--- config.mk ---
export PLATFORM = sky130hd
export DESIGN_NAME = cpu_decode
export DESIGN_NICKNAME = d
export VERILOG_FILES = /design/src/rtl/cpu_decode.sv
export SDC_FILE = /design/constraint.sdc
export NUM_CORES = 1
export LEC_CHECK = 0
export BUFFER_PORTS_ARGS = -buffer_cell sky130_fd_sc_hd__buf_2
export CAP_MARGIN = 10
export CELL_PAD_IN_SITES_DETAIL_PLACEMENT = 0
export CELL_PAD_IN_SITES_GLOBAL_PLACEMENT = 1
export CORE_UTILIZATION = 41
export DETAILED_ROUTE_END_ITERATION = 10
export GPL_TIMING_DRIVEN = 0
export PLACE_DENSITY_LB_ADDON = 0.1
export SETUP_SLACK_MARGIN = 0.1
export SYNTH_ARGS = -nofsm -noshare
export SYNTH_HDL_FRONTEND = slang
export SYNTH_SLANG_ARGS = --single-unit
--- constraint.sdc ---
create_clock -name i_clock -period 13 [get_ports i_clock]
set_input_delay 1.3 -clock i_clock [delete_from_list [all_inputs] [get_ports i_clock]]
set_output_delay 1.3 -clock i_clock [all_outputs]
set_load 0.05 [all_outputs]
--- src/rtl/cpu_decode.sv ---
// RV32 instruction decode stage: registers one decoded bundle per new fetch tag.
// Define CPU_DECODE_RV32M_EN to decode the M-extension (funct7 0000001) as MULDIV.
module cpu_decode #(
  parameter int TAG_WIDTH = 8
) (
  input  logic                 i_clock,
  input  logic                 i_reset,
  input  logic                 i_stall,
  input  logic                 i_flush,
  output logic                 o_busy,
  input  logic [TAG_WIDTH-1:0] i_tag,
  input  logic [31:0]          i_instruction,
  input  logic [31:0]          i_pc,
  output logic [TAG_WIDTH-1:0] o_tag,
  output logic [31:0]          o_pc,
  output logic [31:0]          o_instruction,
  output logic [4:0]           o_rs1,
  output logic [4:0]           o_rs2,
  output logic [4:0]           o_rd,
  output logic [31:0]          o_imm,
  output logic [2:0]           o_funct3,
  output logic                 o_funct7_5,
  output logic [3:0]           o_class,
  output logic                 o_writes_rd,
  output logic                 o_control_flow,
  output logic [31:0]          o_decoded_count
);

  typedef enum logic [3:0] {
    C_ALU = 4'd0, C_ALU_IMM = 4'd1, C_LOAD = 4'd2, C_STORE = 4'd3,
    C_BRANCH = 4'd4, C_JAL = 4'd5, C_JALR = 4'd6, C_LUI = 4'd7,
    C_AUIPC = 4'd8, C_SYSTEM = 4'd9, C_FENCE = 4'd10, C_MULDIV = 4'd11,
    C_ILLEGAL = 4'd15
  } iclass_e;

  function automatic logic [31:0] imm_i(input logic [31:0] ins);
    return {{20{ins[31]}}, ins[31:20]};
  endfunction
  function automatic logic [31:0] imm_s(input logic [31:0] ins);
    return {{20{ins[31]}}, ins[31:25], ins[11:7]};
  endfunction
  function automatic logic [31:0] imm_b(input logic [31:0] ins);
    return {{19{ins[31]}}, ins[31], ins[7], ins[30:25], ins[11:8], 1'b0};
  endfunction
  function automatic logic [31:0] imm_u(input logic [31:0] ins);
    return {ins[31:12], 12'b0};
  endfunction
  function automatic logic [31:0] imm_j(input logic [31:0] ins);
    return {{11{ins[31]}}, ins[31], ins[19:12], ins[20], ins[30:21], 1'b0};
  endfunction

  logic [TAG_WIDTH-1:0] last_tag_q, last_tag_d, tag_q, tag_d;
  logic [31:0]          pc_q, pc_d, instr_q, instr_d, imm_q, imm_d, count_q, count_d;
  logic [4:0]           rs1_q, rs1_d, rs2_q, rs2_d, rd_q, rd_d;
  logic [2:0]           funct3_q, funct3_d;
  logic                 f75_q, f75_d, wr_q, wr_d, cf_q, cf_d;
  iclass_e              class_q, class_d;

  iclass_e     dec_class;
  logic [4:0]  dec_rs1, dec_rs2, dec_rd;
  logic [31:0] dec_imm;
  logic        dec_wr, dec_cf, accept;

  logic [31:0] ins;
  logic [6:0]  funct7;
  logic [2:0]  funct3;
  assign ins    = i_instruction;
  assign funct7 = ins[31:25];
  assign funct3 = ins[14:12];

  always_comb begin
    dec_class = C_ILLEGAL;
    dec_rs1   = '0;
    dec_rs2   = '0;
    dec_rd    = '0;
    dec_imm   = '0;
    dec_cf    = 1'b0;
    case (ins[6:0])
      7'b0110011: begin
        if (funct7 == 7'b0000000 ||
            (funct7 == 7'b0100000 && (funct3 == 3'b000 || funct3 == 3'b101)))
          dec_class = C_ALU;
`ifdef CPU_DECODE_RV32M_EN
        else if (funct7 == 7'b0000001)
          dec_class = C_MULDIV;
`endif
        if (dec_class != C_ILLEGAL) begin
          dec_rd = ins[11:7]; dec_rs1 = ins[19:15]; dec_rs2 = ins[24:20];
        end
      end
      7'b0010011: begin dec_class = C_ALU_IMM; dec_rd = ins[11:7]; dec_rs1 = ins[19:15]; dec_imm = imm_i(ins); end
      7'b0000011: begin dec_class = C_LOAD;    dec_rd = ins[11:7]; dec_rs1 = ins[19:15]; dec_imm = imm_i(ins); end
      7'b0100011: begin dec_class = C_STORE;   dec_rs1 = ins[19:15]; dec_rs2 = ins[24:20]; dec_imm = imm_s(ins); end
      7'b1100011: begin
        dec_class = C_BRANCH; dec_rs1 = ins[19:15]; dec_rs2 = ins[24:20];
        dec_imm = imm_b(ins); dec_cf = 1'b1;
      end
      7'b1101111: begin dec_class = C_JAL;  dec_rd = ins[11:7]; dec_imm = imm_j(ins); dec_cf = 1'b1; end
      7'b1100111: begin
        dec_class = C_JALR; dec_rd = ins[11:7]; dec_rs1 = ins[19:15];
        dec_imm = imm_i(ins); dec_cf = 1'b1;
      end
      7'b0110111: begin dec_class = C_LUI;   dec_rd = ins[11:7]; dec_imm = imm_u(ins); end
      7'b0010111: begin dec_class = C_AUIPC; dec_rd = ins[11:7]; dec_imm = imm_u(ins); end
      7'b0001111: dec_class = C_FENCE;
      7'b1110011: begin
        // funct3 0 is only legal for the four exact privileged encodings
        if (funct3 == 3'b000) begin
          if (ins == 32'h0000_0073 || ins == 32'h0010_0073) dec_class = C_SYSTEM;
          if (ins == 32'h3020_0073 || ins == 32'h1050_0073) begin
            dec_class = C_SYSTEM; dec_cf = 1'b1;
          end
        end else if (funct3 != 3'b100) begin
          dec_class = C_SYSTEM; dec_rd = ins[11:7]; dec_rs1 = ins[19:15]; dec_imm = imm_i(ins);
        end
      end
      default: dec_class = C_ILLEGAL;
    endcase
    dec_wr = (dec_rd != 5'd0);
  end

  assign accept = (i_tag != last_tag_q) && !i_stall && !i_flush;

  always_comb begin
    last_tag_d = (i_flush || accept) ? i_tag : last_tag_q;
    tag_d      = accept ? tag_q + 1'b1 : tag_q;
    count_d    = accept ? count_q + 32'd1 : count_q;
    pc_d       = accept ? i_pc : pc_q;
    instr_d    = accept ? ins : instr_q;
    rs1_d      = accept ? dec_rs1 : rs1_q;
    rs2_d      = accept ? dec_rs2 : rs2_q;
    rd_d       = accept ? dec_rd : rd_q;
    imm_d      = accept ? dec_imm : imm_q;
    funct3_d   = accept ? funct3 : funct3_q;
    f75_d      = accept ? ins[30] : f75_q;
    class_d    = accept ? dec_class : class_q;
    wr_d       = accept ? dec_wr : wr_q;
    cf_d       = accept ? dec_cf : cf_q;
  end

  always_ff @(posedge i_clock or posedge i_reset) begin
    if (i_reset) begin
      last_tag_q <= '0; tag_q <= '0; count_q <= '0; pc_q <= '0; instr_q <= '0;
      rs1_q <= '0; rs2_q <= '0; rd_q <= '0; imm_q <= '0; funct3_q <= '0;
      f75_q <= 1'b0; class_q <= C_ALU; wr_q <= 1'b0; cf_q <= 1'b0;
    end else begin
      last_tag_q <= last_tag_d; tag_q <= tag_d; count_q <= count_d; pc_q <= pc_d;
      instr_q <= instr_d; rs1_q <= rs1_d; rs2_q <= rs2_d; rd_q <= rd_d; imm_q <= imm_d;
      funct3_q <= funct3_d; f75_q <= f75_d; class_q <= class_d; wr_q <= wr_d; cf_q <= cf_d;
    end
  end

  assign o_busy          = i_stall;
  assign o_tag           = tag_q;
  assign o_pc            = pc_q;
  assign o_instruction   = instr_q;
  assign o_rs1           = rs1_q;
  assign o_rs2           = rs2_q;
  assign o_rd            = rd_q;
  assign o_imm           = imm_q;
  assign o_funct3        = funct3_q;
  assign o_funct7_5      = f75_q;
  assign o_class         = class_q;
  assign o_writes_rd     = wr_q;
  assign o_control_flow  = cf_q;
  assign o_decoded_count = count_q;

endmodule

==> impl_metrics.xml <==
<?xml version="1.0" encoding="UTF-8"?>
<metrics>
  <group name="drt">
    <metric name="total_number_of_vias" unit="">6248</metric>
    <metric name="vias_per_cell" unit="">5.09</metric>
    <metric name="routed_length_per_instance" unit="um">17.2</metric>
    <metric name="drc" unit="">0</metric>
    <metric name="detailedRoute.firstIterationViolations" unit="">472</metric>
    <metric name="postRouteWirelength" unit="um">21100</metric>
    <metric name="first_pass_iters" unit="">5</metric>
    <metric name="route.antenna.remaining_nets" unit="">0</metric>
  </group>
  <group name="clock_tree">
    <metric name="cts_root_buf" unit="">sky130_fd_sc_hd__clkbuf_16</metric>
    <metric name="ctsHoldBuffers" unit="">0</metric>
    <metric name="numCtsBuffers" unit="">17</metric>
    <metric name="h_tree_depth" unit="">4</metric>
    <metric name="cts_buffer_depth" unit="">2</metric>
    <metric name="clkSinkCount" unit="">165</metric>
    <metric name="post_cts_buffers" unit="">0</metric>
    <metric name="cts.reportedPaths.clkPinSlew" unit="ps">70</metric>
    <metric name="resized_gates_after_cts" unit="">0</metric>
    <metric name="clock_insertion_delay_worst_skew" unit="ps">430</metric>
    <metric name="tritoncts" unit="">done</metric>
  </group>
  <group name="worst_hold_path">
    <metric name="worst_hold_path.num_cells" unit="">2</metric>
    <metric name="hold_class" unit="">reg -&gt; reg</metric>
  </group>
  <group name="timing">
    <metric name="fin_worst_skew" unit="ps">8.46</metric>
    <metric name="worstMarginPinSlew" unit="ps">734</metric>
    <metric name="postLayoutSetupSlackWorst" unit="ps">9540</metric>
    <metric name="max_freq" unit="GHz">0.289</metric>
    <metric name="fin_worst_hold_slack" unit="ps">465</metric>
    <metric name="maxSlewViolCount" unit="">0</metric>
    <metric name="setup_viol_count_final" unit="">0</metric>
    <metric name="setup-tns-final" unit="ps">0</metric>
    <metric name="timing.max_slew.rel_slack" unit="%">51.0</metric>
    <metric name="finalCritPeriodShare" unit="%">26.6</metric>
    <metric name="finalCriticalPeriod" unit="ps">3460</metric>
    <metric name="rsz_0062_raised_after_global_routing" unit="">false</metric>
    <metric name="hold_violations" unit="">0</metric>
  </group>
  <group name="synthesis">
    <metric name="synth-edff-count" unit="">0</metric>
    <metric name="ys.warnings.count" unit="">0</metric>
    <metric name="syn_nets" unit="">813</metric>
    <metric name="synth_area_leaders" unit="">sky130_fd_sc_hd__dfrtp_1, sky130_fd_sc_hd__nand2_1, sky130_fd_sc_hd__xor2_1</metric>
    <metric name="post_synth_inst_count" unit="">735</metric>
    <metric name="yosys_reg_bits" unit="">165</metric>
    <metric name="synth_area" unit="sq um">7210</metric>
    <metric name="yosysTopAreaCellShare" unit="%">57.3</metric>
    <metric name="yosysUniqueCellTypes" unit="">58</metric>
    <metric name="synthesis.area_per_instance" unit="sq um">9.81</metric>
    <metric name="netlist.top_cell.by_area" unit="">sky130_fd_sc_hd__dfrtp_1</metric>
    <metric name="synth_flop_cell" unit="">sky130_fd_sc_hd__dfrtp_1</metric>
    <metric name="synthArstFlopShare" unit="%">100</metric>
    <metric name="ys_seq_area_share" unit="%">57.3</metric>
  </group>
  <group name="run_status">
    <metric name="result_of_the_run" unit="">completed</metric>
  </group>
  <group name="power_and_ir_drop">
    <metric name="switching_share" unit="%">37.7</metric>
    <metric name="power_frac_seq" unit="%">40.0</metric>
    <metric name="leakagePower" unit="nW">4.90</metric>
    <metric name="finalPower" unit="mW">1.54</metric>
    <metric name="ir_drop" unit="mV">0.0974</metric>
    <metric name="pwr-share-comb" unit="%">26.4</metric>
    <metric name="intPower" unit="uW">958</metric>
    <metric name="power.switching" unit="uW">579</metric>
    <metric name="share_clk_of_total_power" unit="%">33.6</metric>
    <metric name="power-per-cell-area" unit="nW/um^2">165</metric>
  </group>
  <group name="die">
    <metric name="fp.dieW" unit="um">135</metric>
    <metric name="initial_utilization" unit="%">41.8</metric>
    <metric name="core.rowCount" unit="">48</metric>
    <metric name="io_pins" unit="">238</metric>
    <metric name="fp.coreArea" unit="sq um">17200</metric>
    <metric name="die_h" unit="um">135</metric>
    <metric name="die_outline_area" unit="sq um">18100</metric>
  </group>
  <group name="finish">
    <metric name="final_cells" unit="">1228</metric>
    <metric name="growth_of_design_area_from_synthesis_to_finish" unit="%">29.0</metric>
    <metric name="seqCellArea" unit="sq um">4130</metric>
    <metric name="net_count_of_the_finished_layout" unit="">1068</metric>
    <metric name="multi_input_comb_area" unit="sq um">2870</metric>
    <metric name="filler_cell_count" unit="">1632</metric>
    <metric name="share_of_post_route_cells_with_drive_strength_above_1" unit="%">30.1</metric>
    <metric name="antenna_cells_inserted" unit="">0</metric>
  </group>
  <group name="critical_path">
    <metric name="critPathRequiredTime" unit="ps">13370</metric>
    <metric name="buffers_plus_inverters_on_the_worst_setup_path" unit="">4</metric>
    <metric name="worst-r2r-cell-count" unit="">8</metric>
    <metric name="worst-setup-path-type" unit="">in -&gt; reg</metric>
    <metric name="crit_chain" unit="">buf_2 &gt; xor2_1 &gt; nor4_1 &gt; a211o_1 &gt; clkbuf_1 &gt; clkbuf_1 &gt; buf_2 &gt; nand2_1 &gt; nand2_1</metric>
    <metric name="critPathCaptureType" unit="">register</metric>
    <metric name="slowest_delay" unit="ps">560</metric>
    <metric name="cp.arrival" unit="ps">3830</metric>
    <metric name="worst-path-stages" unit="">9</metric>
    <metric name="timing.critical_path.fanout_max" unit="">10</metric>
    <metric name="critical_path.startpoint_type" unit="">input port</metric>
    <metric name="critical_path.slowest_cell" unit="">sky130_fd_sc_hd__nor4_1</metric>
    <metric name="critical_path.top_delay_family" unit="">buffers and inverters</metric>
  </group>
  <group name="global_routing">
    <metric name="vias_in_the_first_global_route" unit="">5933</metric>
    <metric name="grt_use_total" unit="%">24.1</metric>
    <metric name="antenna_found_initial" unit="">0</metric>
    <metric name="grt_pass1_wl" unit="um">33200</metric>
    <metric name="globalRoute.totalOverflow" unit="">0</metric>
    <metric name="grt_start_max_net_pins" unit="">128</metric>
  </group>
  <group name="place">
    <metric name="buffer_ports.inserted" unit="">235</metric>
    <metric name="place.detailed.instances" unit="">1196</metric>
    <metric name="place.gp.congestion" unit="">0.823</metric>
    <metric name="preCtsSetupSlack" unit="ps">9080</metric>
    <metric name="place_hpwl" unit="um">15200</metric>
  </group>
  <group name="run">
    <metric name="max-cap-violations" unit="">0</metric>
  </group>
</metrics>
## power by group through the flow
stage / clock [mW] / combinational, mW / sequential (mW)
4_1_cts: 0.523 / 0.409 / 0.616
3_3_place_gp: 0 / 0.405 / 0.624
6_report: 0.516 / 0.405 / 0.615
5_1_grt: 0.542 / 0.432 / 0.624
2_1_floorplan: 0 / 0.102 / 0.809
3_5_place_dp: 0 / 0.409 / 0.624
## worst paths after layout
path | start | slack [ps] | endpoint
max in group asynchronous | i_reset | 11240 | o_instruction[9]
worst min-delay path | o_rs2[1] | 470 | o_rs2[1]
worst max-delay path | i_tag[4] | 9540 | o_rs2[4]
worst max register to register | last_tag_q[4] | 10110 | o_rs2[4]
min in group asynchronous | i_reset | 840 | o_pc[29]
worst min register to register | o_rs2[1] | 470 | o_rs2[1]
## cell families (layout without fill, tap and decap cells)
logic type / Yosys count / in the layout / share of synthesized area (%)
xor gates and xnor gates: 47 / 47 / 5.71
AOI/OAI and AO/OA: 99 / 99 / 9.82
DFF: 165 / 165 / 57.3
muxes: 9 / 9 / 1.39
adders and majority gates: 2 / 2 / 0.347
buffers and inverters: 48 / 316 / 2.97
and+or+nand+nor: 365 / 365 / 22.5
## area by class of cell
type                            instances  area share [%]
Tap cell                              225            3.03
Inverter                                4           0.242
Sequential cell                       165            44.4
Clock buffer                           19            4.87
Buffer                                 44            2.14
Clock inverter                         13            1.59
Timing Repair Buffer                  236            12.9
Multi-Input combinational cell        522            30.8
## stage by stage
stage,util [%],area (sq um)
floorplan,-,7210
global placement,50.3,8670
detailed placement,50.5,8700
CTS,54.0,9300
global route,54.0,9300
finish,54.0,9300
## cell usage in the layout, fill, tap and decap left out, types with 17 or more instances in the layout
| cell | netlist | routed |
|---|---|---|
| sky130_fd_sc_hd__nand3_1 | 19 | 19 |
| sky130_fd_sc_hd__nand2_1 | 235 | 235 |
| sky130_fd_sc_hd__nor2_1 | 32 | 32 |
| sky130_fd_sc_hd__buf_2 | 12 | 247 |
| sky130_fd_sc_hd__clkbuf_16 | 0 | 17 |
| sky130_fd_sc_hd__clkbuf_1 | 26 | 26 |
| sky130_fd_sc_hd__a21oi_1 | 29 | 29 |
| sky130_fd_sc_hd__xor2_1 | 32 | 32 |
| sky130_fd_sc_hd__dfrtp_1 | 165 | 165 |
| sky130_fd_sc_hd__o21ai_0 | 19 | 19 |
## cell usage after synthesis (3+ instances only)
library cell / count
sky130_fd_sc_hd__inv_1: 4
sky130_fd_sc_hd__xor2_1: 32
sky130_fd_sc_hd__nand2b_1: 4
sky130_fd_sc_hd__o21ai_0: 19
sky130_fd_sc_hd__a221o_1: 9
sky130_fd_sc_hd__buf_4: 5
sky130_fd_sc_hd__nor4bb_1: 3
sky130_fd_sc_hd__xnor2_1: 15
sky130_fd_sc_hd__nor2_1: 32
sky130_fd_sc_hd__or4_1: 3
sky130_fd_sc_hd__nor2b_1: 4
sky130_fd_sc_hd__nor3b_1: 3
sky130_fd_sc_hd__nand4_1: 12
sky130_fd_sc_hd__dfrtp_1: 165
sky130_fd_sc_hd__a22o_1: 11
sky130_fd_sc_hd__nor4_1: 13
sky130_fd_sc_hd__and3_1: 7
sky130_fd_sc_hd__a221oi_1: 4
sky130_fd_sc_hd__nand3_1: 19
sky130_fd_sc_hd__a21oi_1: 29
sky130_fd_sc_hd__clkbuf_1: 26
sky130_fd_sc_hd__mux2_2: 8
sky130_fd_sc_hd__nand2_1: 235
sky130_fd_sc_hd__nor3_1: 15
sky130_fd_sc_hd__buf_2: 12
sky130_fd_sc_hd__o21a_1: 5
## state kept, by name (all words and copies together) (netlist names), 4 cells and up
name             count
o_decoded_count     32
o_pc                32
o_rs2                5
o_rs1                5
o_imm               32
o_rd                 5
o_class              4
o_instruction       32
last_tag_q           8
o_tag                8
## worst min-delay path, stage by stage (launching register included)
cell and delay (ps):
sky130_fd_sc_hd__dfrtp_1 340, sky130_fd_sc_hd__nand2_1 50, sky130_fd_sc_hd__nand2_1 40
## per-layer routing
layer  share of wire (%)  track usage (%)  wire (um)
met5                   0                0          0
met4                 1.1             6.55        229
met3                 8.5             7.24       1790
met2                  45             36.2       9420
met1                  46             33.7       9680
Note: power is estimated with default switching activity, not from simulation.
